===== src/rtl/act_pkg.sv =====
// Shared types for the activation pipeline: activation mode encoding, statistics width
// and a saturating adder for the statistics counters.
package act_pkg;

   typedef enum logic [1:0] {
      ACT_RELU  = 2'd0,
      ACT_LEAKY = 2'd1,
      ACT_CLIP  = 2'd2,
      ACT_PASS  = 2'd3
   } act_mode_e;

   localparam int STAT_W = 32;

   function automatic logic [STAT_W-1:0] sat_add(input logic [STAT_W-1:0] a,
                                                 input logic [STAT_W-1:0] b);
      logic [STAT_W:0] sum;
      sum = {1'b0, a} + {1'b0, b};
      return sum[STAT_W] ? {STAT_W{1'b1}} : sum[STAT_W-1:0];
   endfunction

endpackage


===== src/rtl/act_pipeline_lane.sv =====
// Single-lane combinational activation: ReLU, leaky ReLU, clipped ReLU or pass-through,
// plus the per-lane negative/clipped flags used by the statistics counters.
module act_lane
   import act_pkg::*;
#(
   parameter int DATA_WIDTH = 16
) (
   input  logic signed [DATA_WIDTH-1:0] i_x,
   input  act_mode_e                    i_mode,
   input  logic        [3:0]            i_shift,
   input  logic signed [DATA_WIDTH-1:0] i_clip,
   output logic        [DATA_WIDTH-1:0] o_y,
   output logic                         o_neg,
   output logic                         o_clipped
);

   logic signed [DATA_WIDTH-1:0] w_relu;
   logic signed [DATA_WIDTH-1:0] w_clip_eff;
   logic signed [DATA_WIDTH-1:0] w_leaky;
   logic                         w_over;

   always_comb begin
      o_neg      = i_x[DATA_WIDTH-1];
      w_relu     = o_neg ? '0 : i_x;
      // A negative bound degenerates to zero, so every CLIP output is 0.
      w_clip_eff = i_clip[DATA_WIDTH-1] ? '0 : i_clip;
      w_over     = w_relu > w_clip_eff;
      w_leaky    = o_neg ? (i_x >>> i_shift) : i_x;
      o_clipped  = (i_mode == ACT_CLIP) && w_over;
      o_y        = i_x;
      case (i_mode)
         ACT_RELU:  o_y = w_relu;
         ACT_LEAKY: o_y = w_leaky;
         ACT_CLIP:  o_y = w_over ? w_clip_eff : w_relu;
         ACT_PASS:  o_y = i_x;
         default:   o_y = i_x;
      endcase
   end

endmodule


===== src/rtl/act_pipeline.sv =====
// Multi-lane activation stage with an elastic valid/ready register pipeline.
// Optional feature macro ACT_PIPE_STATS_EN adds per-lane negative/clip delivery counters.
module act_pipeline
   import act_pkg::*;
#(
   parameter int DATA_WIDTH = 16,
   parameter int LANES      = 4,
   parameter int STAGES     = 2
) (
   input  logic                        clk,
   input  logic                        rst_n,
   input  logic [1:0]                  cfg_mode,
   input  logic [3:0]                  cfg_leak_shift,
   input  logic [DATA_WIDTH-1:0]       cfg_clip,
   input  logic                        s_valid,
   output logic                        s_ready,
   input  logic [LANES*DATA_WIDTH-1:0] s_data,
   output logic                        m_valid,
   input  logic                        m_ready,
`ifdef ACT_PIPE_STATS_EN
   input  logic                        stat_clr,
   output logic [STAT_W-1:0]           stat_neg_cnt,
   output logic [STAT_W-1:0]           stat_clip_cnt,
`endif
   output logic [LANES*DATA_WIDTH-1:0] m_data
);

   localparam int DW = LANES * DATA_WIDTH;

   logic [DW-1:0]    w_lane_y;
   logic [LANES-1:0] w_neg;
   logic [LANES-1:0] w_clp;
   logic [STAGES:0]  w_ready;

   logic [STAGES-1:0] r_valid;
   logic [DW-1:0]     r_data [STAGES];

   for (genvar g = 0; g < LANES; g++) begin : g_lane
      act_lane #(.DATA_WIDTH(DATA_WIDTH)) u_lane (
         .i_x       (s_data[g*DATA_WIDTH +: DATA_WIDTH]),
         .i_mode    (act_mode_e'(cfg_mode)),
         .i_shift   (cfg_leak_shift),
         .i_clip    (cfg_clip),
         .o_y       (w_lane_y[g*DATA_WIDTH +: DATA_WIDTH]),
         .o_neg     (w_neg[g]),
         .o_clipped (w_clp[g])
      );
   end

   // Stage i can advance if m_ready is high or any stage from i to the output is empty.
   assign w_ready[STAGES] = m_ready;
   for (genvar s = 0; s < STAGES; s++) begin : g_ready
      assign w_ready[s] = m_ready | ~(&r_valid[STAGES-1:s]);
   end

   assign s_ready = w_ready[0] & rst_n;
   assign m_valid = r_valid[STAGES-1];
   assign m_data  = r_data[STAGES-1];

   always_ff @(posedge clk or negedge rst_n) begin
      if (!rst_n) begin
         r_valid <= '0;
         for (int i = 0; i < STAGES; i++) r_data[i] <= '0;
      end else begin
         if (w_ready[0]) begin
            r_valid[0] <= s_valid;
            if (s_valid) r_data[0] <= w_lane_y;
         end
         for (int i = 1; i < STAGES; i++) begin
            if (w_ready[i]) begin
               r_valid[i] <= r_valid[i-1];
               if (r_valid[i-1]) r_data[i] <= r_data[i-1];
            end
         end
      end
   end

`ifdef ACT_PIPE_STATS_EN
   logic [LANES-1:0]  r_neg [STAGES];
   logic [LANES-1:0]  r_clp [STAGES];
   logic [STAT_W-1:0] r_neg_cnt;
   logic [STAT_W-1:0] r_clip_cnt;
   logic [STAT_W-1:0] w_neg_add;
   logic [STAT_W-1:0] w_clp_add;

   always_ff @(posedge clk or negedge rst_n) begin
      if (!rst_n) begin
         for (int i = 0; i < STAGES; i++) begin
            r_neg[i] <= '0;
            r_clp[i] <= '0;
         end
      end else begin
         if (w_ready[0] && s_valid) begin
            r_neg[0] <= w_neg;
            r_clp[0] <= w_clp;
         end
         for (int i = 1; i < STAGES; i++) begin
            if (w_ready[i] && r_valid[i-1]) begin
               r_neg[i] <= r_neg[i-1];
               r_clp[i] <= r_clp[i-1];
            end
         end
      end
   end

   always_comb begin
      w_neg_add = '0;
      w_clp_add = '0;
      for (int l = 0; l < LANES; l++) begin
         w_neg_add = w_neg_add + STAT_W'(r_neg[STAGES-1][l]);
         w_clp_add = w_clp_add + STAT_W'(r_clp[STAGES-1][l]);
      end
   end

   always_ff @(posedge clk or negedge rst_n) begin
      if (!rst_n) begin
         r_neg_cnt  <= '0;
         r_clip_cnt <= '0;
      end else if (stat_clr) begin
         r_neg_cnt  <= '0;
         r_clip_cnt <= '0;
      end else if (m_valid && m_ready) begin
         r_neg_cnt  <= sat_add(r_neg_cnt, w_neg_add);
         r_clip_cnt <= sat_add(r_clip_cnt, w_clp_add);
      end
   end

   assign stat_neg_cnt  = r_neg_cnt;
   assign stat_clip_cnt = r_clip_cnt;
`else
   logic w_flags_unused;
   assign w_flags_unused = ^{w_neg, w_clp};
`endif

endmodule

===== config.mk =====
export PLATFORM = sky130hd
export DESIGN_NAME = act_pipeline
export DESIGN_NICKNAME = d
export VERILOG_FILES = /design/src/rtl/act_pkg.sv /design/src/rtl/act_pipeline_lane.sv /design/src/rtl/act_pipeline.sv
export SDC_FILE = /design/constraint.sdc
export NUM_CORES = 1
export LEC_CHECK = 0
export CORE_ASPECT_RATIO = 1.2
export CORE_UTILIZATION = 35
export DETAILED_ROUTE_END_ITERATION = 10
export PLACE_DENSITY_LB_ADDON = 0.25
export SYNTH_ARGS = -nofsm -noshare
export SYNTH_HDL_FRONTEND = slang
export SYNTH_SLANG_ARGS = --single-unit

===== constraint.sdc =====
create_clock -name clk -period 2.1 [get_ports clk]
set_clock_uncertainty 0.2 [all_clocks]
set_input_delay 0.42 -clock clk [delete_from_list [all_inputs] [get_ports clk]]
set_output_delay 0.42 -clock clk [all_outputs]
set_load 0.1 [all_outputs]

==> summary.md <==
| Metric | Value |
|---|---|
| P&R area growth vs syn | `59.48%` |
| Area of the mapped netlist | `about 12000 um2` |
| Routed vias | `around 13000` |
| Synth top area share | `between 20% and 30%` |
| Iteration-0 DRC Markers | `1174` |
| Layout cell share with drive strength beyond 1 | `about 48%` |
| Clock slew at reported path FFs | `~0.07 ns` |
| # IOs | `about 160` |
| Die height | `between 200 and 250 um` |
| Gr usage total | `about 30%` |
| Grt total ovfl | `0` |
| Rows | `74` |
| Drt drc | `2` |
| Distinct cell type count after synthesis | `between 80 and 90` |
| Placer Congestion | `between 0.9 and 1` |
| Crit path DAT | `around 3.0 ns` |
| First-pass GRT wire length | `~77000 um` |
| Post-synth EDFFs | `0` |
| Final WS setup | `-0.7488 ns` |
| CTS sink cnt | `130` |
| Pins Over Slew Limit | `0` |
| Final HPWL DP | `~40000 um` |
| Peak VDD IR | `between 0.0006 and 0.0007 V` |
| Largest net degree at the start of global routing | `roughly 130` |
| Total Wirelength | `~52000 um` |
| Final Non-Filler Cells | `around 2200` |
| DP Cell Count | `about 2200` |
| CP Capture Type | `register` |
| Final Hold Fails | `0` |
| CTS max path bufs | `2` |
| Die X | `between 150 and 200 um` |
| Final period utilization | `135.7%` |
| Max Cap Viol | `0` |
| Post-synth top cells | `dfrtp_1, a21oi_1, nand2_1` |
| Final nets | `about 1900` |
| Ant diodes | `0` |
| Design area | `between 15000 and 20000 um2` |
| Register bit total from synthesis | `130` |
| Sequential-to-total area share from yosys stat | `a little over a quarter` |
| Rel. slew slack | `between 30% and 40%` |
| Startpoint Class | `input port` |
| Synth area leaders | `dfrtp_1, mux4_2, mux2_2` |
| RSZ-0062 raised after global routing | `true` |
| Clock Latency Late Sink | `0.45 ns` |
| Routed vias/inst | `approximately 5.7` |
| Fmax | `351.0 MHz` |
| Worst path required time | `2.23 ns` |
| Worst setup path class | `input port to register` |
| CTS tree | `done` |
| Crit path time final | `2.849 ns` |
| Initial antenna violation count | `0` |
| Most frequently used flop master after synthesis | `dfrtp_1` |
| Most common cell in the netlist | `dfrtp_1` |
| Leak pwr | `approximately 8.4 nW` |
| Die area | `between 30000 and 40000 um2` |
| Status | `finished with violations` |
| H-tree Lvls | `4` |
| Initial cell density of the core | `a little over a third` |
| Max FO, Critical Path | `6` |
| Final core utilization | `56.47%` |
| Root Buffer | `clkbuf_16` |
| Core Box Area | `approximately 34000 um2` |
| Num CTS Buffers | `17` |
| Final setup fails | `60` |
| Tightest Pin Transition | `0.9135 ns` |
| Synth warn | `0` |
| Post-Syn Instances | `1313` |
| Pre-antenna DRT Iters | `10` |
| Fraction of registers with async set/reset | `between 90% and 100%` |
| Port bufs | `155` |
| Routed wire per std cell | `23.10 um` |
| Hold Path Class | `register to register` |
| FILL cells | `~3000` |
| Vias in the first global route | `approximately 12000` |
| Placed Area | `between 15000 and 20000 um2` |
| Failing checks | `DRC, setup timing` |
| Area occupied by registers | `3257 um2` |
| Syn nets | `between 1000 and 1500` |
| ANT nets after route | `0` |
| Avg Cell Area, Syn | `9.164 um2` |
| Area of the multi-input gates | `between 8000 and 9000 um2` |
| Dominant cell type by area after synthesis | `dfrtp_1` |
| Pwr/cell area | `about 780 nW/um2` |
==> final timing paths <==
kind                                              start                      end  slack (ns)  cells after the start
min in group asynchronous                         rst_n   r_data[70]$_DFFE_PN0P_        0.44                      3
worst max-delay path                       cfg_clip[15]   r_data[73]$_DFFE_PN0P_       -0.75                     12
worst min-delay path            r_data[111]$_DFFE_PN0P_  r_data[111]$_DFFE_PN0P_        0.28                      2
worst min register to register  r_data[111]$_DFFE_PN0P_  r_data[111]$_DFFE_PN0P_        0.28                      2
max in group asynchronous                         rst_n   r_valid[1]$_DFFE_PN0N_        0.65                      3
worst max register to register   r_valid[1]$_DFFE_PN0N_  r_data[113]$_DFFE_PN0P_       -0.11                      8
==> layout make-up <==
type                            instances  share of cell area, %
Tap cell                              456                  2.973
Clock buffer                           17                  2.217
Sequential cell                       130                  16.97
Inverter                               27                 0.5803
Clock inverter                         15                  1.030
Multi-Input combinational cell        992                  45.64
Timing Repair Buffer                  593                  30.59
==> sequential cells by signal (all words and copies together), names as in the netlist <==
name and flops:
r_data 64, m_data 64, r_valid 2
==> logic make-up after synthesis <==
| kind of cell | after synthesis | synth area share (%) |
|---|---|---|
| xor gates and xnor gates | 6 | 0.4367 |
| DFF | 130 | 27.04 |
| and+or+nand+nor | 374 | 15.68 |
| buffers and inverters | 191 | 8.693 |
| adders and majority gates | 42 | 4.346 |
| AOI/OAI and AO/OA | 360 | 19.62 |
| muxes | 210 | 24.19 |
==> layout by cell type, fill, tap and decap left out, drive strengths merged, types with 5 or more instances in the layout <==
master,Yosys,routed
a211oi,16,16
a21o,12,12
a21oi,106,106
a221oi,15,15
a31oi,16,16
and2,7,7
buf,105,510
clkbuf,59,18
clkdlybuf4s15,0,6
clkdlybuf4s50,0,38
clkinv,1,6
dfrtp,130,130
dlygate4sd2,0,26
dlymetal6s2s,0,10
ha,41,41
inv,26,32
mux2,88,88
mux2i,68,68
mux4,54,54
nand2,100,100
nand2b,28,28
nand3,37,37
nand3b,5,5
nand4,7,7
nor2,80,80
nor2b,65,65
nor3,22,22
o211ai,27,27
o21ai,79,79
o221ai,15,15
o22ai,13,13
o311ai,8,8
o31ai,10,10
or2,8,8
xnor2,6,6
==> power breakdown <==
part           switching (mW)  leakage [nW]  internal [mW]
Sequential              0.550          1.57           3.06
Combinational            4.70          6.53           3.44
Clock                    1.34         0.304           1.91
Total                    6.59          8.40           8.40
==> worst max-delay path, stage by stage <==
cell and delay, ns:
buf_12 0.12, buf_12 0.14, and2b_2 0.26, inv_4 0.05, ha_4 0.25, nand3_2 0.04, or2_1 0.22, or2_1 0.24
or4_4 0.58, mux2_4 0.33, a221oi_2 0.23, o21ai_1 0.09
==> per-layer routing <==
| layer | vias up | wire (um) | track usage [%] |
|---|---|---|---|
| met2 | 563 | 22340 | 43.42 |
| li1 | 5766 | - | - |
| met3 | 73 | 4184 | 6.453 |
| met4 | 0 | 1331 | 9.120 |
| met1 | 6245 | 23670 | 43.82 |
| met5 | - | 0 | 0 |
==> per-stage QoR <==
step	hold WS [ns]	worst slack (ns)	power (mW)	setup TNS [ns]
2_1_floorplan	-0.07559	-1.348	8.387	-60.11
3_3_place_gp	0.2599	-1.574	11.25	-86.15
3_5_place_dp	0.2646	-1.588	11.31	-87.48
4_1_cts	0.2770	-0.7287	14.84	-34.31
5_1_grt	0.3092	-0.8435	15.52	-39.77
6_report	0.2785	-0.7488	14.99	-35.23
==> timing repair <==
item                                    4_1_cts  5_1_grt
gates resized for setup                     202       68
setup buffers                                16        6
pin swaps                                    30       21
cloned                                        3        1
endpoints found under the hold margin       130        0
hold buffers                                  1        0
endpoints found under the setup margin       60       61
(Power assumes the default switching activity.)
